[config.mk]
export PLATFORM = sky130hd
export DESIGN_NAME = mac_feeder
export DESIGN_NICKNAME = d
export VERILOG_FILES = /design/src/rtl/mac_feeder.sv
export SDC_FILE = /design/constraint.sdc
export NUM_CORES = 1
export LEC_CHECK = 0
export BUFFER_PORTS_ARGS = -buffer_cell sky130_fd_sc_hd__buf_2
export CORE_ASPECT_RATIO = 0.8
export CORE_MARGIN = 2
export CORE_UTILIZATION = 56
export CTS_BUF_LIST = sky130_fd_sc_hd__clkbuf_2 sky130_fd_sc_hd__clkbuf_4 sky130_fd_sc_hd__clkbuf_8
export DETAILED_ROUTE_END_ITERATION = 8
export GPL_ROUTABILITY_DRIVEN = 1
export PLACE_DENSITY = 0.74
export SYNTH_ARGS = -nofsm -noshare
export SYNTH_HDL_FRONTEND = slang
export SYNTH_SLANG_ARGS = --single-unit
[constraint.sdc]
create_clock -name clk -period 2.6 [get_ports clk]
set_input_delay 0.52 -clock clk [delete_from_list [all_inputs] [get_ports clk]]
set_output_delay 0.52 -clock clk [all_outputs]
set_load 0.005 [all_outputs]
[src/rtl/mac_feeder.sv]
// Feeds skewed A rows / B columns into the left and top edges of an N x N systolic MAC grid.
// Latency: first lanes valid in the cycle after start; busy for 3N-2 cycles, then a one-cycle done.
// Backpressure: load_ready is high only in IDLE; loads and start are dropped while a run is in flight.
module mac_feeder #(
    parameter int N = 3
) (
    input  logic           clk,
    input  logic           rst,
    input  logic           load_valid,
    output logic           load_ready,
    input  logic           load_sel,
    input  logic [3:0]     load_idx,
    input  logic [7:0]     load_data,
    input  logic           start,
    output logic           busy,
    output logic           done,
    output logic [N*8-1:0] a_edge,
    output logic [N*8-1:0] b_edge
);

    typedef enum logic [1:0] {IDLE, STREAM, DRAIN, DONE} state_t;

    localparam int         NE            = N * N;
    localparam logic [3:0] T_STREAM_LAST = 4'(2 * N - 2);
    localparam logic [3:0] T_DRAIN_LAST  = 4'(3 * N - 3);

    state_t         state, state_nxt;
    logic [3:0]     t, t_nxt;
    logic [7:0]     a_mem     [NE];
    logic [7:0]     b_mem     [NE];
    logic [7:0]     a_mem_nxt [NE];
    logic [7:0]     b_mem_nxt [NE];
    logic [N*8-1:0] a_edge_nxt, b_edge_nxt;

    // Sequencer: IDLE -> STREAM (t=0..2N-2) -> DRAIN (t=2N-1..3N-3) -> DONE -> IDLE.
    always_comb begin
        state_nxt = state;
        t_nxt     = t;
        case (state)
            IDLE: begin
                if (start) begin
                    state_nxt = STREAM;
                    t_nxt     = '0;
                end
            end
            STREAM: begin
                t_nxt = t + 4'd1;
                if (t == T_STREAM_LAST) state_nxt = DRAIN;
            end
            DRAIN: begin
                if (t == T_DRAIN_LAST) begin
                    state_nxt = DONE;
                    t_nxt     = '0;
                end else begin
                    t_nxt = t + 4'd1;
                end
            end
            DONE: begin
                state_nxt = IDLE;
                t_nxt     = '0;
            end
            default: begin
                state_nxt = IDLE;
                t_nxt     = '0;
            end
        endcase
    end

    // Register-file write path; out-of-range indices match no entry and are dropped.
    always_comb begin
        for (int e = 0; e < NE; e++) begin
            a_mem_nxt[e] = a_mem[e];
            b_mem_nxt[e] = b_mem[e];
        end
        if (state == IDLE && load_valid) begin
            for (int e = 0; e < NE; e++) begin
                if (load_idx == 4'(e)) begin
                    if (load_sel) b_mem_nxt[e] = load_data;
                    else          a_mem_nxt[e] = load_data;
                end
            end
        end
    end

    // Lane selection for the upcoming cycle; reads the post-write view so a load
    // coinciding with start is already visible at t=0. Row i / column k meet at t=i+k.
    always_comb begin
        a_edge_nxt = '0;
        b_edge_nxt = '0;
        if (state_nxt == STREAM) begin
            for (int i = 0; i < N; i++) begin
                for (int k = 0; k < N; k++) begin
                    if (int'(t_nxt) == i + k) begin
                        a_edge_nxt[8*i +: 8] = a_mem_nxt[i*N + k];
                        b_edge_nxt[8*k +: 8] = b_mem_nxt[i*N + k];
                    end
                end
            end
        end
    end

    // State, counter, registered outputs and both register files.
    always_ff @(posedge clk) begin
        if (rst) begin
            state      <= IDLE;
            t          <= '0;
            a_edge     <= '0;
            b_edge     <= '0;
            busy       <= 1'b0;
            done       <= 1'b0;
            load_ready <= 1'b1;
            for (int e = 0; e < NE; e++) begin
                a_mem[e] <= 8'h00;
                b_mem[e] <= 8'h00;
            end
        end else begin
            state      <= state_nxt;
            t          <= t_nxt;
            a_edge     <= a_edge_nxt;
            b_edge     <= b_edge_nxt;
            busy       <= (state_nxt == STREAM) || (state_nxt == DRAIN);
            done       <= (state_nxt == DONE);
            load_ready <= (state_nxt == IDLE);
            for (int e = 0; e < NE; e++) begin
                a_mem[e] <= a_mem_nxt[e];
                b_mem[e] <= b_mem_nxt[e];
            end
        end
    end

endmodule
# After elaboration in Yosys (flattened, before gate mapping)
# Memory sizes are Yosys's and may differ from the RTL's.
# Cells that the tools add are included.
word_totals:
  regBits: 57
  mem_bits_rw: 144
  memories: 2
mem_list:
  columns: ["name", "depth", "word_bits", "rd", "rd_clocked_by_memory_dff", "wr", "line", "text"]
  rows:
  - ["a_mem", 9, 8, 9, 0, 9, "29", "logic [7:0] a_mem [NE];"]
  - ["b_mem", 9, 8, 9, 0, 9, "30", "logic [7:0] b_mem [NE];"]
classes:
  addsub: 1
  eq_ne: 20
  mux: 84
  bitwise_logic: 19
  reduce_logical: 7
op_table:
  columns: ["op", "n"]
  rows:
  - ["$mux 8", 72]
  - ["$mux 72", 2]
  - ["$eq 4x3->1 const B", 8]
  - ["$or 1x1->1", 18]
  - ["$pmux 4 s4", 1]
  - ["$eq 4x2->1 const B", 3]
  - ["$eq 2x2->1 const B", 4]
  - ["$eq 4x4->1 const B", 2]
  - ["$logic_not 4->1", 2]
  - ["$mux 4", 2]
  - ["$pmux 2 s4", 1]
  - ["$mux 2", 3]
  - ["$add 4x1->4 const B", 1]
  - ["$eq 2x1->1 const B", 2]
  - ["$eq 4x1->1 const B", 1]
  - ["$logic_not 2->1", 2]
  - ["$mux 1", 3]
  - ["$reduce_or 2->1", 1]
  - ["$logic_and 1x1->1", 1]
  - ["$logic_or 1x1->1", 1]
  - ["$not 1->1", 1]

# Depth between registers and ports, before layout
depth:
  word_depth: 7
  depth_mapped: 14
  depth_no_buf: 11

# Least setup slack after synthesis
# OpenSTA, ideal clock, no wires.
synth_timing:
  path_kind: "register to register"
  startpoint: "reg t[0]"
  endpoint: "reg a_edge[0]"
  setup_time_ns: 0.075
  t_arrival_ns: 2.782
  required_time_ns: 2.525
  path_slack_ns: -0.257
  stages_incl_launch_ff: 14
  period_less_slack_ns: 2.857
  path_cell_list: "dfxtp_1 inv_1 clkbuf_1 clkbuf_1 ha_1 nand3b_1 o22a_1 inv_1 ha_1 nand2b_1 nor4b_4 nand3_2 buf_2 o22ai_1"
synth_lines:
  columns: ["item", "line", "text"]
  rows:
  - ["from (decl)", "28", "logic [3:0] t, t_nxt;"]
  - ["from (signal assigned)", "118", "t <= t_nxt;"]
  - ["$eq 4x3->1 (on tied branches)", "51, 48", null]
  - ["$mux 2 (on tied branches)", "51, 48", null]
  - ["$pmux 2 s4 *", "39", "case (state)"]
  - ["named net state_nxt[0]", "27", "state_t state, state_nxt;"]
  - ["$eq 2x1->1 *", "90", "if (state_nxt == STREAM) begin"]
  - ["$not 1->1 (no source line) *", null, null]
  - ["$reduce_or 2->1 (no source line) *", null, null]
  - ["to (signal assigned)", "119", "a_edge <= a_edge_nxt;"]
  - ["to (decl)", "17", "output logic [N*8-1:0] a_edge,"]
# Mark *: on every way through the listed nets, which the timed path passes. The rest lies on a longest branch.
# A chain may end at the register's enable or synchronous reset.

# Worst setup path in the final report
layout_timing:
  startpoint: "reg t[2]"
  endpoint: "reg b_edge[4]"
layout_lines:
  columns: ["item", "line", "text"]
  rows:
  - ["$eq 4x3->1 (on tied branches)", "51, 48", null]
  - ["$mux 2 (on tied branches)", "51, 48", null]
  - ["$pmux 2 s4 *", "39", null]
  - ["named net state_nxt[0]", "27", null]
  - ["$eq 2x1->1 *", "90", null]
  - ["$not 1->1 (no source line) *", null, null]
  - ["$reduce_or 2->1 (no source line) *", null, null]
  - ["to (signal assigned)", "120", "b_edge <= b_edge_nxt;"]
  - ["to (decl)", "18", "output logic [N*8-1:0] b_edge"]
# Marked as above.

==> metrics.yaml <==
status:
  outcome: "finished, final reports clean"
grt:
  grt_pass1_vias: 6888
  grt_pass1_wl_um: 36400
  grt_usage_pct: 27.5
  grt_max_degree: 154
  overflow: 0
  grt_antenna_before_repair: 0
synthesis:
  syn_area_um2: 8630
  synth_top_flop_cell: "dfxtp_1"
  ys_ff_latch: 201
  async_reset_ff_share_pct: 0
  synth_cell_type_count: 57
  syn_inst: 917
  ys.warnings.count: 0
  synth_fp_nets: 940
  syn_area_per_cell_um2: 9.42
  yosysSeqAreaShare_pct: 46.6
  synth_edf_count: 0
worst_setup_path:
  required_ns: 3.03
  worstSetupPathType: "reg -> reg"
  reg2reg_depth: 12
  cpMostUsedCell: "buf_4"
  worstPathMaxFanout: 16
  regToRegSetupSlack_ns: 0.16
  worstSetupStartpointType: "flop"
  worstPathArrival_ns: 2.87
  max_stage_delay_ns: 0.44
  slowest_stage: "dfxtp_1"
  path_buf_inv: 3
  cpLargestDelayFamily: "simple AND/OR/NAND/NOR gates"
  worst_setup_path_end_kind: "flop"
  reg2reg_to: "b_edge[4]"
  path_cells: "nor2b_1, nand2_1, a21oi_1, o22a_1, inv_1, ha_1, nand2b_1, nor4b_4, buf_4, nand3_2, buf_4, o22ai_1"
  worstReg2RegStart: "t[2]"
routing:
  antenna_left: 0
  wl_per_cell_um: 18.8
  drt_iter0_drc: 739
  num_vias: 7428
  routed_via_density: 6.16
  dr.pass1.iters: 5
  drc: 0
  wl_um: 22700
run:
  cap_violations: 0
worst_hold_path:
  holdPathStages: 3
  worstHoldEndpoint: "b_mem[0][18]"
  hp-start: "load_data[2]"
  hold_path.class: "in -> reg"
sta:
  fmax_ghz: 0.409
  finalSetupViolations: 0
  hold_viol: 0
  final_max_slew_viol_count: 0
  maxSlewHeadroom_pct: 47.1
  tightest_slew_ns: 0.793
  fin_ws_ns: 0.155
  finClkSkew_ns: 0.00906
  grt_setup_unrepaired: "false"
  fin_crit_sh_pct: 94.0
  period_minus_slack_ns: 2.44
  finalSetupTns_ns: 0
place:
  dp.cells: 1149
  dpl.hpwl_um: 13700
  pre_cts_ws_ns: -0.0329
  portBuffers: 67
  placed_area_um2: 9200
  gp_congestion: 0.899
final_layout:
  mostFrequentLayoutCells: "200 x dfxtp_1, 122 x nor2_1, 80 x mux2i_1"
  layout.nets: 1001
  mostFrequentLayoutCell: "dfxtp_1"
  stdcell_count: 1205
  layout-drive-gt1-share_pct: 22.0
  syn2layout_area_growth_pct: 14.0
  final_cell_area_um2: 9840
  n_fill_cell: 1263
  utilization_pct: 65.3
  antennaDiodeCount: 0
floorplan:
  num_rows: 40
  ios: 68
  core_um2: 15100
  start_util_pct: 57.3
  die-area_um2: 16400
  die_w_um: 143
  die-height_um: 115
clocking:
  clk_path_buf_depth: 3
  clock-sinks: 201
  htreeDepth: 1
  cts_tree: "done"
  clk_pin_slew_ns: 0.07
  clock_latency_ns: 0.56
  cts_buffers: 31
  root_buffer: "clkbuf_8"
power_and_ir_drop:
  vdd_ir_drop_max_mv: 0.388
  p_per_area_nw_per_um2: 624
  leakage_nw: 3.96
power by group:
part	internal (mW)	switching, mW	total, mW
clock network	1.38	1.14	2.52
registers	3.10	0.0114	3.11
logic	0.150	0.364	0.514
per-stage QoR:
| stage | power (mW) | hold WS (ns) |
|---|---|---|
| 2_1_floorplan | 3.52 | 0.456 |
| 3_3_place_gp | 3.67 | 0.469 |
| 3_5_place_dp | 3.67 | 0.479 |
| 4_1_cts | 6.16 | 0.459 |
| 5_1_grt | 6.37 | 0.475 |
| 6_report | 6.15 | 0.484 |
metal layers:
metal  GRT usage [%]  share of wire (%)  vias to the layer above
met3            5.25                7.5                       41
met2            42.3                 45                      328
li1                -                  -                     3479
met1            39.7                 46                     3580
met5               0                  0                        -
met4            8.18                1.7                        0
worst min-delay path: cells and delay by family:
kind                   cells  cell delay, ns
AOI/OAI and AO/OA          1            0.06
buffers and inverters      1            0.26
and+or+nand+nor            1            0.15
worst max path at each step:
stage / start / slack (ns) / cells past startpoint / end
finish: t[2] / 0.16 / 12 / b_edge[4]
global placement: start / 0.03 / 10 / a_edge[15]
CTS: t[1] / 0.02 / 11 / b_edge[10]
global route: t[1] / 0.02 / 9 / b_edge[22]
detailed placement: start / -0.03 / 10 / b_edge[12]
floorplan: t[0] / 0.0007 / 13 / a_edge[0]
state kept, by name, indices dropped and copies added, names as in the netlist:
register and count:
t 4, state 2, a_edge 24, b_mem 72, busy 1, a_mem 72, done 1, b_edge 24
load_ready 1
synth_stat cells (5+ instances only):
cell type | number | area share (%)
buf_6 | 8 | 1.0
clkbuf_1 | 48 | 2.1
o22ai_1 | 31 | 2.2
a22oi_1 | 33 | 2.9
inv_1 | 6 | 0.26
ha_1 | 6 | 0.87
a221oi_1 | 32 | 3.2
a21oi_1 | 69 | 4.0
nor2_1 | 122 | 5.3
o21ai_0 | 60 | 3.5
nor2b_1 | 6 | 0.43
buf_2 | 29 | 1.7
a211oi_1 | 6 | 0.52
a22o_1 | 16 | 1.6
o21ai_1 | 5 | 0.29
a211oi_2 | 11 | 1.6
buf_4 | 6 | 0.52
mux2i_1 | 80 | 9.3
nand3_1 | 71 | 4.1
nand2_1 | 8 | 0.35
dfxtp_1 | 201 | 47
area by class of cell:
cell class	count	area, um^2	share of cell area [%]
flip-flops and latches	201	4030	40.9
repair buffers	124	803	8.16
multi-input cells	614	4140	42.1
inverters	6	22.5	0.229
clock buffers	48	573	5.82
well taps	210	263	2.67
clock inverters	2	12.5	0.127
timing repair:
action | in CTS | in global routing
endpoints found under the setup margin | 0 | 32
buffers inserted | 0 | 6
resized for setup | 0 | 1
hold buffers | 0 | 0
kinds of logic (layout without fill, tap and decap cells):
logic type,Yosys count,count (layout),share of synthesized area (%)
compound gates,275,275,21.4
simple gates,253,253,16.0
flops,201,201,46.6
buf+inv,102,180,5.83
mux,80,80,9.27
fa+ha+maj,6,6,0.869
Note: power is estimated with default switching activity, not from simulation.
